**src/rtl/fft_frame_pkg.sv**
```systemverilog
// Shared frame geometry and frame type for the FIR-to-FFT path.
// Slice 0 of a frame is the oldest sample.
package fft_frame_pkg;
  localparam int N_SAMP = 16;
  localparam int DW = 16;
  localparam int IDX_W = $clog2(N_SAMP);
  typedef logic [N_SAMP-1:0][DW-1:0] frame_t;
endpackage

```
**src/rtl/fir_frame_collector_if.sv**
```systemverilog
// Sample stream in, frame handshake out, overflow status.
// The collector is the slave; its driver/consumer is the master.
interface fir_frame_collector_if #(
  parameter int CNT_W = 8
);
  import fft_frame_pkg::*;
  logic             fir_valid;
  logic [DW-1:0]    fir_d;
  logic             frm_valid;
  logic             frm_ready;
  frame_t           frm_data;
  logic             frm_bank;
  logic             ovf;
  logic [CNT_W-1:0] drop_cnt;

  modport master (
    output fir_valid, fir_d, frm_ready,
    input  frm_valid, frm_data, frm_bank,
    input  ovf, drop_cnt
  );
  modport slave (
    input  fir_valid, fir_d, frm_ready,
    output frm_valid, frm_data, frm_bank,
    output ovf, drop_cnt
  );
endinterface

```
**src/rtl/frame_bank.sv**
```systemverilog
// One frame of sample storage: indexed write, parallel read.
// Contents are deliberately left unreset.
module frame_bank
  import fft_frame_pkg::*;
(
  input  logic             clk,
  input  logic             i_we,
  input  logic [IDX_W-1:0] i_idx,
  input  logic [DW-1:0]    i_d,
  output frame_t           o_frame
);
  frame_t r_mem;

  always_ff @(posedge clk) begin
    if (i_we) r_mem[i_idx] <= i_d;
  end

  assign o_frame = r_mem;
endmodule

```
**src/rtl/fir_frame_collector.sv**
```systemverilog
// Ping-pong collector: FIR samples into frames for the FFT.
// Fullness is judged on registered flags only, no bypass.
module fir_frame_collector
  import fft_frame_pkg::*;
#(
  parameter int CNT_W = 8
) (
  input  logic clk,
  input  logic rst,
  fir_frame_collector_if.slave bus
);
  logic             r_wr_bank;
  logic [IDX_W-1:0] r_wr_idx;
  logic [1:0]       r_full;
  logic             r_rd_bank;
  logic             r_ovf;
  logic [CNT_W-1:0] r_drop_cnt;

  logic       w_accept;
  logic       w_drop;
  logic       w_last;
  logic       w_hs;
  logic [1:0] w_full_nxt;
  frame_t     w_frame0;
  frame_t     w_frame1;

  assign w_accept = bus.fir_valid & ~r_full[r_wr_bank];
  assign w_drop   = bus.fir_valid &  r_full[r_wr_bank];
  assign w_last   = w_accept &
                    (r_wr_idx == IDX_W'(N_SAMP - 1));
  assign w_hs     = r_full[r_rd_bank] & bus.frm_ready;

  // A bank cannot be both filled and released on one edge
  always_comb begin
    w_full_nxt = r_full;
    if (w_last) w_full_nxt[r_wr_bank] = 1'b1;
    if (w_hs)   w_full_nxt[r_rd_bank] = 1'b0;
  end

  always_ff @(posedge clk) begin
    if (rst) begin
      r_wr_bank  <= 1'b0;
      r_wr_idx   <= '0;
      r_full     <= 2'b00;
      r_rd_bank  <= 1'b0;
      r_ovf      <= 1'b0;
      r_drop_cnt <= '0;
    end else begin
      if (w_accept) begin
        if (w_last) begin
          r_wr_idx  <= '0;
          r_wr_bank <= ~r_wr_bank;
        end else begin
          r_wr_idx <= r_wr_idx + 1'b1;
        end
      end
      r_full <= w_full_nxt;
      if (w_hs) r_rd_bank <= ~r_rd_bank;
      if (w_drop) begin
        r_ovf <= 1'b1;
        if (r_drop_cnt != '1)
          r_drop_cnt <= r_drop_cnt + 1'b1;
      end
    end
  end

  frame_bank u_bank0 (
    .clk     (clk),
    .i_we    (w_accept & ~r_wr_bank),
    .i_idx   (r_wr_idx),
    .i_d     (bus.fir_d),
    .o_frame (w_frame0)
  );

  frame_bank u_bank1 (
    .clk     (clk),
    .i_we    (w_accept & r_wr_bank),
    .i_idx   (r_wr_idx),
    .i_d     (bus.fir_d),
    .o_frame (w_frame1)
  );

  assign bus.frm_valid = r_full[r_rd_bank];
  assign bus.frm_data  = r_rd_bank ? w_frame1 : w_frame0;
  assign bus.frm_bank  = r_rd_bank;
  assign bus.ovf       = r_ovf;
  assign bus.drop_cnt  = r_drop_cnt;
endmodule
```
**src/flat_wrapper.sv**
```systemverilog
// flat-port wrapper written by rule: the top's interface ports become plain ports
module fir_frame_collector_flat import fft_frame_pkg::*;
#(
  parameter int CNT_W = 8
)
  (clk, rst, bus_fir_valid, bus_fir_d, bus_frm_ready, bus_frm_valid, bus_frm_data, bus_frm_bank, bus_ovf, bus_drop_cnt);
  fir_frame_collector_if #(.CNT_W(CNT_W)) bus_i ();
  input  logic clk;
  input  logic rst;
  input wire logic [$bits(bus_i.fir_valid)-1:0] bus_fir_valid;
  input wire logic [$bits(bus_i.fir_d)-1:0] bus_fir_d;
  input wire logic [$bits(bus_i.frm_ready)-1:0] bus_frm_ready;
  output wire logic [$bits(bus_i.frm_valid)-1:0] bus_frm_valid;
  output wire logic [$bits(bus_i.frm_data)-1:0] bus_frm_data;
  output wire logic [$bits(bus_i.frm_bank)-1:0] bus_frm_bank;
  output wire logic [$bits(bus_i.ovf)-1:0] bus_ovf;
  output wire logic [$bits(bus_i.drop_cnt)-1:0] bus_drop_cnt;
  assign bus_i.fir_valid = bus_fir_valid;
  assign bus_i.fir_d = bus_fir_d;
  assign bus_i.frm_ready = bus_frm_ready;
  assign bus_frm_valid = bus_i.frm_valid;
  assign bus_frm_data = bus_i.frm_data;
  assign bus_frm_bank = bus_i.frm_bank;
  assign bus_ovf = bus_i.ovf;
  assign bus_drop_cnt = bus_i.drop_cnt;
  fir_frame_collector #(.CNT_W(CNT_W)) u_core (.clk(clk), .rst(rst), .bus(bus_i));
endmodule
```
**config.mk**
```make
export PLATFORM = sky130hd
export DESIGN_NAME = fir_frame_collector_flat
export DESIGN_NICKNAME = d
export VERILOG_FILES = /design/src/rtl/fft_frame_pkg.sv /design/src/rtl/fir_frame_collector_if.sv /design/src/rtl/frame_bank.sv /design/src/rtl/fir_frame_collector.sv /design/src/flat_wrapper.sv
export SDC_FILE = /design/constraint.sdc
export NUM_CORES = 1
export LEC_CHECK = 0
export BUFFER_PORTS_ARGS = -buffer_cell sky130_fd_sc_hd__buf_2
export CAP_MARGIN = 20
export CORE_MARGIN = 3
export CORE_UTILIZATION = 48
export CTS_BUF_LIST = sky130_fd_sc_hd__clkbuf_8
export DETAILED_ROUTE_END_ITERATION = 8
export GPL_ROUTABILITY_DRIVEN = 0
export GPL_TIMING_DRIVEN = 0
export PLACE_DENSITY = 0.69
export SYNTH_ARGS = -nofsm -noshare
export SYNTH_HDL_FRONTEND = slang
export SYNTH_SLANG_ARGS = --single-unit
```
**constraint.sdc**
```tcl
create_clock -name clk -period 4.15 [get_ports clk]
set_input_delay 0.83 -clock clk [delete_from_list [all_inputs] [get_ports clk]]
set_output_delay 0.83 -clock clk [all_outputs]
set_load 0.05 [all_outputs]
```
# Yosys cells after proc, flatten, opt, wreduce, memory -nomap -nowiden
# Cells that the tools add are included.
# totals
register_bits,529
wordCells,81
n_memories,0
ramBits,0
mem_bits_ro,0
latch_bits,0
# op_classes
addsub,2
shift,0
mux,16
n_reduce_logical,5
eq_ne,2
n_bitwise,12
n_mul,0
n_lt_le_gt_ge,6
div_mod_pow,0
# ops
cell,count
256-bit bitwise mux,2
256-bit 2-to-1 mux,1
16-bit demux with 4-bit select,1
16-bit 2-to-1 mux,1
"8-bit by 1-bit adder with 8-bit output, second input constant",1
"8-bit inequality test, second input constant",1
1-bit bitwise AND,6
1-bit 2-to-1 mux,6
"4-bit by 5-bit less-than comparator with 1-bit output, second input constant",1
"4-bit by 1-bit adder with 4-bit output, second input constant",1
"4-bit == test, second input constant",1
"4-bit by 1-bit greater-or-equal comparator with 1-bit output, second input constant",1
"1-bit by 2-bit less-than comparator with 1-bit output, second input constant",2
2-bit 2-to-1 mux,2
4-bit 2-to-1 mux,1
2-bit AND reduction,2
1-bit logical AND,3
1-bit NOT,3
2-bit bitwise AND,1
1-bit demux with 1-bit select,2
"1-bit greater-or-equal comparator, second input constant",2
2-bit NOT,1
2-bit OR,1

# Logic depth before layout (Yosys ltp)
# Gate-level depths: netlist of the first run.
# logic_depth
depth_word,8
depth_mapped,6
ltp_nobuf,5

# Modules after synthesis
# Synthesis of the first run repeated with hierarchy kept, for this count alone.
# hier_totals
cells_unflattened,941
hier_area_um2,19605.1
# modules_own_cells
module,cells_each,instances,area_per_inst_um2
frame_bank (u_core.u_bank1),283,1,7898.8
frame_bank (u_core.u_bank0),283,1,7877.6
fir_frame_collector,375,1,3828.7

# Worst setup path after synthesis of the first run
# Ideal clock, no wire load.
# synth_path
kind,input to register
from,input port bus_fir_valid
to,"register u_core.u_bank0.r_mem, in the netlist u_core.u_bank0.o_frame[192] (enable)"
slack_ns,1.451
stages,4
t_arrival_ns,2.311
setup_time_ns,0.388
path_cell_list,clkbuf_1 > nor3b_1 > nand2_1 > nor2_1
# synth_between
elab_chain_len,2
# synth_lines
item,line,rtl
from (decl),flat_wrapper.sv:10,input wire logic [$bits(bus_i.fir_valid)-1:0] bus_fir_valid;
1-bit bitwise AND,fir_frame_collector.sv:27,assign w_accept = bus.fir_valid & ~r_full[r_wr_bank];
1-bit bitwise AND,fir_frame_collector.sv:69,".i_we (w_accept & ~r_wr_bank),"
"to (signal, indexed assignment)",frame_bank.sv:15,if (i_we) r_mem[i_idx] <= i_d;
to (decl),frame_bank.sv:12,frame_t r_mem;
# No other way between the ends.
# A chain may end at the register's enable or synchronous reset.

# Final worst setup path of the first run
# layout_path
from,"register u_core.r_rd_bank, in the netlist u_core.bus.frm_bank"
to,output port bus_frm_data[131]
# layout_between
elab_chain_len,1
# layout_lines
item,line,rtl
from (decl),fir_frame_collector.sv:15,logic r_rd_bank;
from (signal assigned),fir_frame_collector.sv:58,if (w_hs) r_rd_bank <= ~r_rd_bank;
256-bit 2-to-1 mux,fir_frame_collector.sv:84,assign bus.frm_data = r_rd_bank ? w_frame1 : w_frame0;
to (decl),flat_wrapper.sv:14,output wire logic [$bits(bus_i.frm_data)-1:0] bus_frm_data;
# No other way between the ends.

==> run metrics, run 1 <==
sequential group share of total power 0.571; Mapped Area around 20000 µm²; Clk Latency, worst-skew pair about 0.63 ns; Initial Util 0.487; Slew HR 0.339; grt ovf 0; max-cap viol count 0; setup tns final 0 ns; crit path time final 3.89 ns; Yosys reg bits between 500 and 600; clock slew at reported path FFs 0.06 ns; Hold Crit Start rst; endpoint class of the critical path output port; Final period util 0.938; post-synthesis mux area share 0.151; Area growth, synth to finish 20.3%; largest family of logic cells by synthesized area multiplexers; worst slew pin tran a little under 1 ns; die width approximately 210 µm; Hold Crit Class input pin to flip-flop; clock skew between 0.015 and 0.02 ns; Avg Cell Area, Syn 20.7 µm²; PnR worst setup slack around 0.26 ns; Post-Synth XOR/XNOR Area 0.000900; FILL cells ~3000; std cell rows between 70 and 80; share of cells above drive strength 1 0.511; WHS Path Cells 2; fmax between 200 and 300 MHz; Finished Layout Cells between 1500 and 2000; Synth top area share 0.790; Post-Route Utilization 0.587; Final Net Count around 1400; worst hold endpoint u_core.r_wr_idx[0]; count of cell types in the netlist 40; RSZ-0062 raised after global routing no; fraction of the mapped netlist area in simple logic gates 0.0208; first-pass GRT wire length between 60000 and 70000 µm; Max VDD drop about 380 µV; setup violators final 0; All-Layer GR Usage 0.213; type of the worst setup path flip-flop to output port; PortBufs 285; worst r2r src u_core.r_wr_bank; Top Ports roughly 290; Slew Viols, Final 0; first-pass detailed-route iteration total 7; post-synth top area cell edfxtp_1; DIE AREA between 40000 and 50000 µm²; Yosys warning count 0; Post-CTS Setup Repair Bufs 0; final hold violations 0; Startpoint Class flip-flop; Sw Share 0.213; Seq/Total Area, Yosys 0.808; FFs w/ async S/R, synth 0; Int Pwr between 8 and 9 mW; initial antenna violation count 1; Remaining DRCs 0; 1st-iter DRT viols roughly 600; Post-Place Worst Slack around 0.48 ns; Clock Sinks approximately 530; cell count after synthesis 942; Clock Root Buffer clkbuf_8; Synth area leaders edfxtp_1, mux2_2, dfxtp_1; status finished, final reports clean; clk buf depth 3; Die Ht around 210 µm; vias per cell between 5 and 6; drt total wl approximately 46000 µm; crit path max fanout 10; Compound-Gate Fraction of Synth Area 0.00752; Worst Path Arrival a little over 3 ns; H-tree Lvls 3; adder-cell share of the synthesized area 0.00322; r2r setup slk roughly 1.4 ns; Post-DRT Antenna Nets 0; CTS tree built; static leakage 8.20 nW; Reg2Reg Capture Point u_core.u_bank0.o_frame[94]; Sw Pwr ~2.2 mW; Via Count between 10000 and 15000; PwrDens between 400 and 500 nW/µm²; Hold-fix buffers, CTS 0; R2R depth 4; placed instance count about 1800; post-synthesis net count around 970; combinational share of power 0.027; TritonCTS Buffers between 80 and 90; hpwl dp ~28000 µm; largest net degree at the start of global routing 33; number of global-route vias before repair ~11000; clock power share 0.403; Hold WS approximately 0.44 ns; Critical Path RT between 3 and 4 ns; core area approximately 40000 µm²; Top FF cell, synth edfxtp_1; Post-synth EDFFs a little over 500; Wirelength per Cell about 24 µm
-- metal layers --
layer,part of all wire,vias up,GRT usage
li1,-,4511,-
met1,0.43,5263,0.288
met2,0.48,395,0.344
met3,0.065,75,0.0494
met4,0.026,0,0.0758
met5,0,-,0
-- final cells by class --
type / count / area (µm²) / share of cell area
flip-flops and latches: 529 / 15700 / 0.671
diodes: 1 / 2.50 / 0.000107
multi-input cells: 374 / 3590 / 0.153
clock buffers: 93 / 1280 / 0.0547
repair buffers: 307 / 1670 / 0.0713
clock inverters: 62 / 319 / 0.0136
inverters: 4 / 15.0 / 0.000641
plain buffers: 35 / 165 / 0.00705
well taps: 525 / 657 / 0.0281
-- flip-flops by register name, summed over array words and instances (netlist names) --
signal                  cells
u_core.u_bank0.o_frame    256
u_core.u_bank1.o_frame    256
u_core.bus.drop_cnt         8
u_core.r_wr_idx             4
u_core.r_full               2
u_core.bus.frm_bank         1
u_core.bus.ovf              1
u_core.r_wr_bank            1
-- worst max-delay path by stage --
| stage | endpoint | startpoint | depth (start not counted) |
|---|---|---|---|
| 6_report | bus_frm_data[131] | u_core.bus.frm_bank | 5 |
| 3_3_place_gp | u_core.u_bank0.o_frame[23] | bus_fir_valid | 5 |
| 5_1_grt | bus_frm_data[131] | u_core.bus.frm_bank | 5 |
| 3_5_place_dp | u_core.u_bank0.o_frame[88] | bus_fir_valid | 6 |
| 4_1_cts | bus_frm_data[192] | u_core.bus.frm_bank | 5 |
| 2_1_floorplan | u_core.u_bank0.o_frame[192] | bus_fir_valid | 4 |
-- cells in the final DEF, fill, tap and decap left out, types with 3 or more instances in the layout --
cell type	Yosys	layout
or4_1	3	3
buf_4	1	5
buf_8	0	3
o31ai_1	3	3
nor2_2	0	11
clkinvlp_4	0	3
ha_1	5	5
a21oi_1	11	11
clkinv_1	0	20
nand3_1	7	7
nand2_1	16	16
nand4_1	3	3
edfxtp_1	512	512
dfxtp_1	17	17
buf_6	0	15
buf_2	19	304
clkbuf_8	0	93
clkbuf_1	14	13
inv_1	4	26
nor2_1	38	27
mux2_2	257	257
clkinv_2	0	14
-- worst max-delay path, stage by stage, from the launching register on --
cell      delay (ns)
dfxtp_1         0.33
clkbuf_1        0.59
clkbuf_1        0.50
buf_2           0.37
mux2_2          0.41
buf_2           0.22
-- cells by family after synthesis --
group,count (synthesis)
AO/OA/AOI/OAI,24
flip-flops,529
XOR/XNOR,2
multiplexers,260
buffers and inverters,39
adder cells (fa/ha/maj),5
AND/OR/NAND/NOR,83
-- repair_timing --
action                                  4_1_cts  5_1_grt
endpoints found under the hold margin         0        0
endpoints found under the setup margin       82        0
resized for setup                             1        0
-- stage by stage --
step                      instance area [µm²]  power, mW
after global placement                  21500       6.27
final                                   23400       10.3
after CTS                               23400       10.4
after global routing                    23400       10.7
after floorplan                         19500       6.11
after detailed placement                21800       6.28
-- cells in the mapped netlist, types with 2 or more instances --
library cell and number:
edfxtp_1 512, mux2_2 257, nor2_1 38, buf_2 19
dfxtp_1 17, nand2_1 16, clkbuf_1 14, a21oi_1 11
nand3_1 7, ha_1 5, inv_1 4, nand4_1 3
o31ai_1 3, or4_1 3, a31oi_1 2, mux2i_1 2
nand2b_1 2, nor3_1 2, nor3b_1 2, o21ai_0 2
xor2_1 2
-- power groups by stage --
stage / sequential (mW) / clock, mW / combinational, mW
floorplan: 6.00 / 0 / 0.114
global placement: 6.00 / 0 / 0.270
detailed placement: 6.00 / 0 / 0.278
CTS: 5.89 / 4.27 / 0.279
global route: 5.89 / 4.51 / 0.291
finish: 5.89 / 4.15 / 0.274
Note: power is estimated with default switching activity, not from simulation.
==> inputs of run 2 (changes only) <==
--- a/config.mk
+++ b/config.mk
@@ -8,12 +8,13 @@
 export BUFFER_PORTS_ARGS = -buffer_cell sky130_fd_sc_hd__buf_2
 export CAP_MARGIN = 20
 export CORE_MARGIN = 3
-export CORE_UTILIZATION = 48
+export CORE_UTILIZATION = 52
 export CTS_BUF_LIST = sky130_fd_sc_hd__clkbuf_8
 export DETAILED_ROUTE_END_ITERATION = 8
 export GPL_ROUTABILITY_DRIVEN = 0
 export GPL_TIMING_DRIVEN = 0
-export PLACE_DENSITY = 0.69
+export PLACE_DENSITY = 0.74
 export SYNTH_ARGS = -nofsm -noshare
 export SYNTH_HDL_FRONTEND = slang
+export SYNTH_HIERARCHICAL = 1
 export SYNTH_SLANG_ARGS = --single-unit
==> run metrics, run 2 <==
Synth top area share 0.784 (was 0.790); count of cell types in the netlist 38 (was 40); max-cap viol count 0 (unchanged); share of cells above drive strength 1 0.528 (was 0.511); Synth area leaders edfxtp_1, mux2_2, dfxtp_1 (unchanged); grt ovf 0 (unchanged); final hold violations 0 (unchanged); most frequent cells in the layout edfxtp_1, buf_2, mux2_2 (unchanged); Via Count 10200 (about the same); TritonCTS Buffers 82 (was 85); WHS Path Cells 2 (unchanged); worst r2r src u_core/r_wr_bank (was u_core.r_wr_bank); status finished, final reports clean (unchanged); Critical Path RT 3.32 ns (about the same); setup violators final 0 (unchanged); core area 36900 µm² (was 39900 µm²); first-pass detailed-route iteration total 4 (was 7); cell count after synthesis 941 (was 942); vias per cell 5.35 (was 5.31); Post-Place Worst Slack 0.903 ns (was 0.482 ns); drt total wl 44900 µm (was 46400 µm); post-synth top area cell edfxtp_1 (unchanged); cts repair resizes 0 (was 1); worst hold endpoint u_core/bus.frm_bank (was u_core.r_wr_idx[0]); commonest non-fill, non-tap cell in the layout edfxtp_1 (unchanged); Clock Root Buffer clkbuf_8 (unchanged); hpwl dp 27100 µm (was 27800 µm); Post-DRT Antenna Nets 0 (unchanged); RSZ-0062 raised after global routing no (unchanged); 1st-iter DRT viols 704 (was 604); Startpoint Class flip-flop (unchanged); most instantiated cells after synthesis edfxtp_1, mux2_2, buf_2, nor2_1, dfxtp_1 (was edfxtp_1, mux2_2, nor2_1, buf_2, dfxtp_1); Area growth, synth to finish 19.9% (was 20.3%); PnR worst setup slack 0.397 ns (was 0.256 ns); PortBufs 285 (unchanged); placed inst area 22000 µm² (was 21800 µm²); worst slew pin tran 0.975 ns (was 0.988 ns); Remaining DRCs 0 (unchanged); crit path max fanout 10 (unchanged); All-Layer GR Usage 0.223 (was 0.213); critical path launch point u_core/bus.frm_bank (was u_core.bus.frm_bank); Seq/Total Area, Yosys 0.802 (was 0.808); Final Net Count 1355 (was 1361); Final Total Pwr 10.1 mW (was 10.3 mW); Slew Viols, Final 0 (unchanged); PwrDens 429 nW/µm² (was 441 nW/µm²); first-pass GRT wire length 66500 µm (was 67800 µm); Initial Util 0.532 (was 0.487); R2R depth 5 (was 4); clock slew at reported path FFs 0.06 ns (about the same); clock skew 0.0250 ns (was 0.0157 ns); Wirelength per Cell 23.7 µm (was 24.1 µm); most common cell in the synthesized netlist edfxtp_1 (unchanged); largest net degree at the start of global routing 33 (unchanged); design area 23500 µm² (was 23400 µm²); Worst Path Arrival 2.92 ns (was 3.06 ns); Clock Sinks 529 (unchanged); Top Ports 287 (unchanged); Final period util 0.904 (was 0.938); largest stage delay on the critical path 0.53 ns (was 0.59 ns); Avg Cell Area, Syn 20.8 µm² (was 20.7 µm²); CP max-delay cell clkbuf_1 (unchanged); Yosys warning count 6 (was 0); Clk Latency, worst-skew pair 0.62 ns (was 0.63 ns); Post-CTS Setup Repair Bufs 0 (unchanged); Max VDD drop 399 µV (was 379 µV); Die Ht 200 µm (was 207 µm); Top FF cell, synth edfxtp_1 (unchanged); std cell rows 70 (was 73); Mapped Area 19600 µm² (was 19500 µm²); Yosys reg bits 529 (unchanged); number of global-route vias before repair 10600 (about the same); Post-synth EDFFs 512 (unchanged); Top delay family on crit path buffers and inverters (unchanged); fmax 266 MHz (was 257 MHz); post-synthesis net count 963 (was 967); CTS tree built (unchanged); initial antenna violation count 0 (was 1); Hold Crit Start bus_frm_ready (was rst); Slew HR 0.349 (was 0.339); H-tree Lvls 3 (unchanged); endpoint class of the critical path output port (unchanged); die width 200 µm (was 207 µm); Hold Crit Class input pin to flip-flop (unchanged); WP buf/inv 4 (unchanged); crit path time final 3.75 ns (was 3.89 ns); critical path cell sequence clkbuf_1 -> clkbuf_1 -> buf_2 -> mux2_2 -> buf_2 (unchanged); FFs w/ async S/R, synth 0 (unchanged); DIE AREA 40100 µm² (was 43000 µm²); clk buf depth 3 (unchanged); static leakage 8.16 nW (was 8.20 nW); r2r setup slk 1.54 ns (was 1.44 ns); Reg2Reg Capture Point u_core/u_bank0/o_frame[82] (was u_core.u_bank0.o_frame[94]); type of the worst setup path flip-flop to output port (unchanged); Hold-fix buffers, CTS 0 (unchanged)
==> run 2: changes by cell type in the layout (fill, tap and decap cells not counted), moves of 4 or more <==
| cell | before | now |
|---|---|---|
| clkbuf_8 | 93 | 89 |
| nand2b_4 | 0 | 4 |
| nor3_2 | 0 | 14 |
| buf_6 | 15 | 20 |
| nand2_1 | 16 | 10 |
| clkinv_1 | 20 | 15 |
| nand3b_1 | 0 | 5 |
| nor2_1 | 27 | 7 |
| clkinv_2 | 14 | 9 |
==> run 2: how the worst max path moves through the flow <==
stage / endpoint / slack [ns] / cells after the start
finish: bus_frm_data[215] / 0.40 / 5
global route: bus_frm_data[134] / 0.24 / 5
CTS: bus_frm_data[222] / 0.29 / 5
detailed placement: u_core/u_bank0/o_frame[82] / 0.90 / 5
global placement: u_core/u_bank1/o_frame[8] / -0.40 / 4
floorplan: u_core/u_bank1/o_frame[0] / 0.93 / 3
==> run 2: area by class of cell <==
type                       instances  area (µm²)
timing repair buffer             308        1690
tap                              504         631
clock inverter                    54         251
multi-input combinational        373        3790
sequential                       529       15700
antenna                            3        7.51
inverter                           2        7.51
buffer                            37         199
fill                            2618       13400
clock buffer                      89        1220
==> run 2: report_power, final <==
| part | switching [mW] | total [mW] | internal [mW] |
|---|---|---|---|
| clock | 1.88 | 3.91 | 2.03 |
| combinational | 0.238 | 0.288 | 0.0494 |
| sequential | 0.0129 | 5.90 | 5.89 |
| total | 2.13 | 10.1 | 7.96 |
==> run 2: layer usage <==
layer	vias to the layer above	global-route usage	wire, µm
met1	5203	0.298	18700
li1	4524	-	-
met2	351	0.364	22100
met5	-	0	0
met4	0	0.0720	971
met3	75	0.0579	3080
==> run 2: cell families (layout without fill, tap and decap cells) <==
logic type | count (synthesis) | after routing | share of synthesized area
flip-flops | 529 | 529 | 0.802
multiplexers | 260 | 260 | 0.149
AND/OR/NAND/NOR | 85 | 85 | 0.0283
buffers and inverters | 39 | 490 | 0.0105
AO/OA/AOI/OAI | 23 | 23 | 0.00753
XOR/XNOR | 3 | 3 | 0.00134
adder cells (fa/ha/maj) | 2 | 2 | 0.00128
other | 0 | 3 | 0
==> run 2: metrics by stage <==
stage               hold WS [ns]  cells  setup TNS [ns]  utilization
finish                     0.483   1899               0        0.638
global route               0.451   1896               0        0.637
CTS                        0.418   1896               0        0.637
detailed placement         0.484   1753               0        0.597
global placement           0.477   1730          -15.24        0.587
floorplan                  0.501    941               0            -
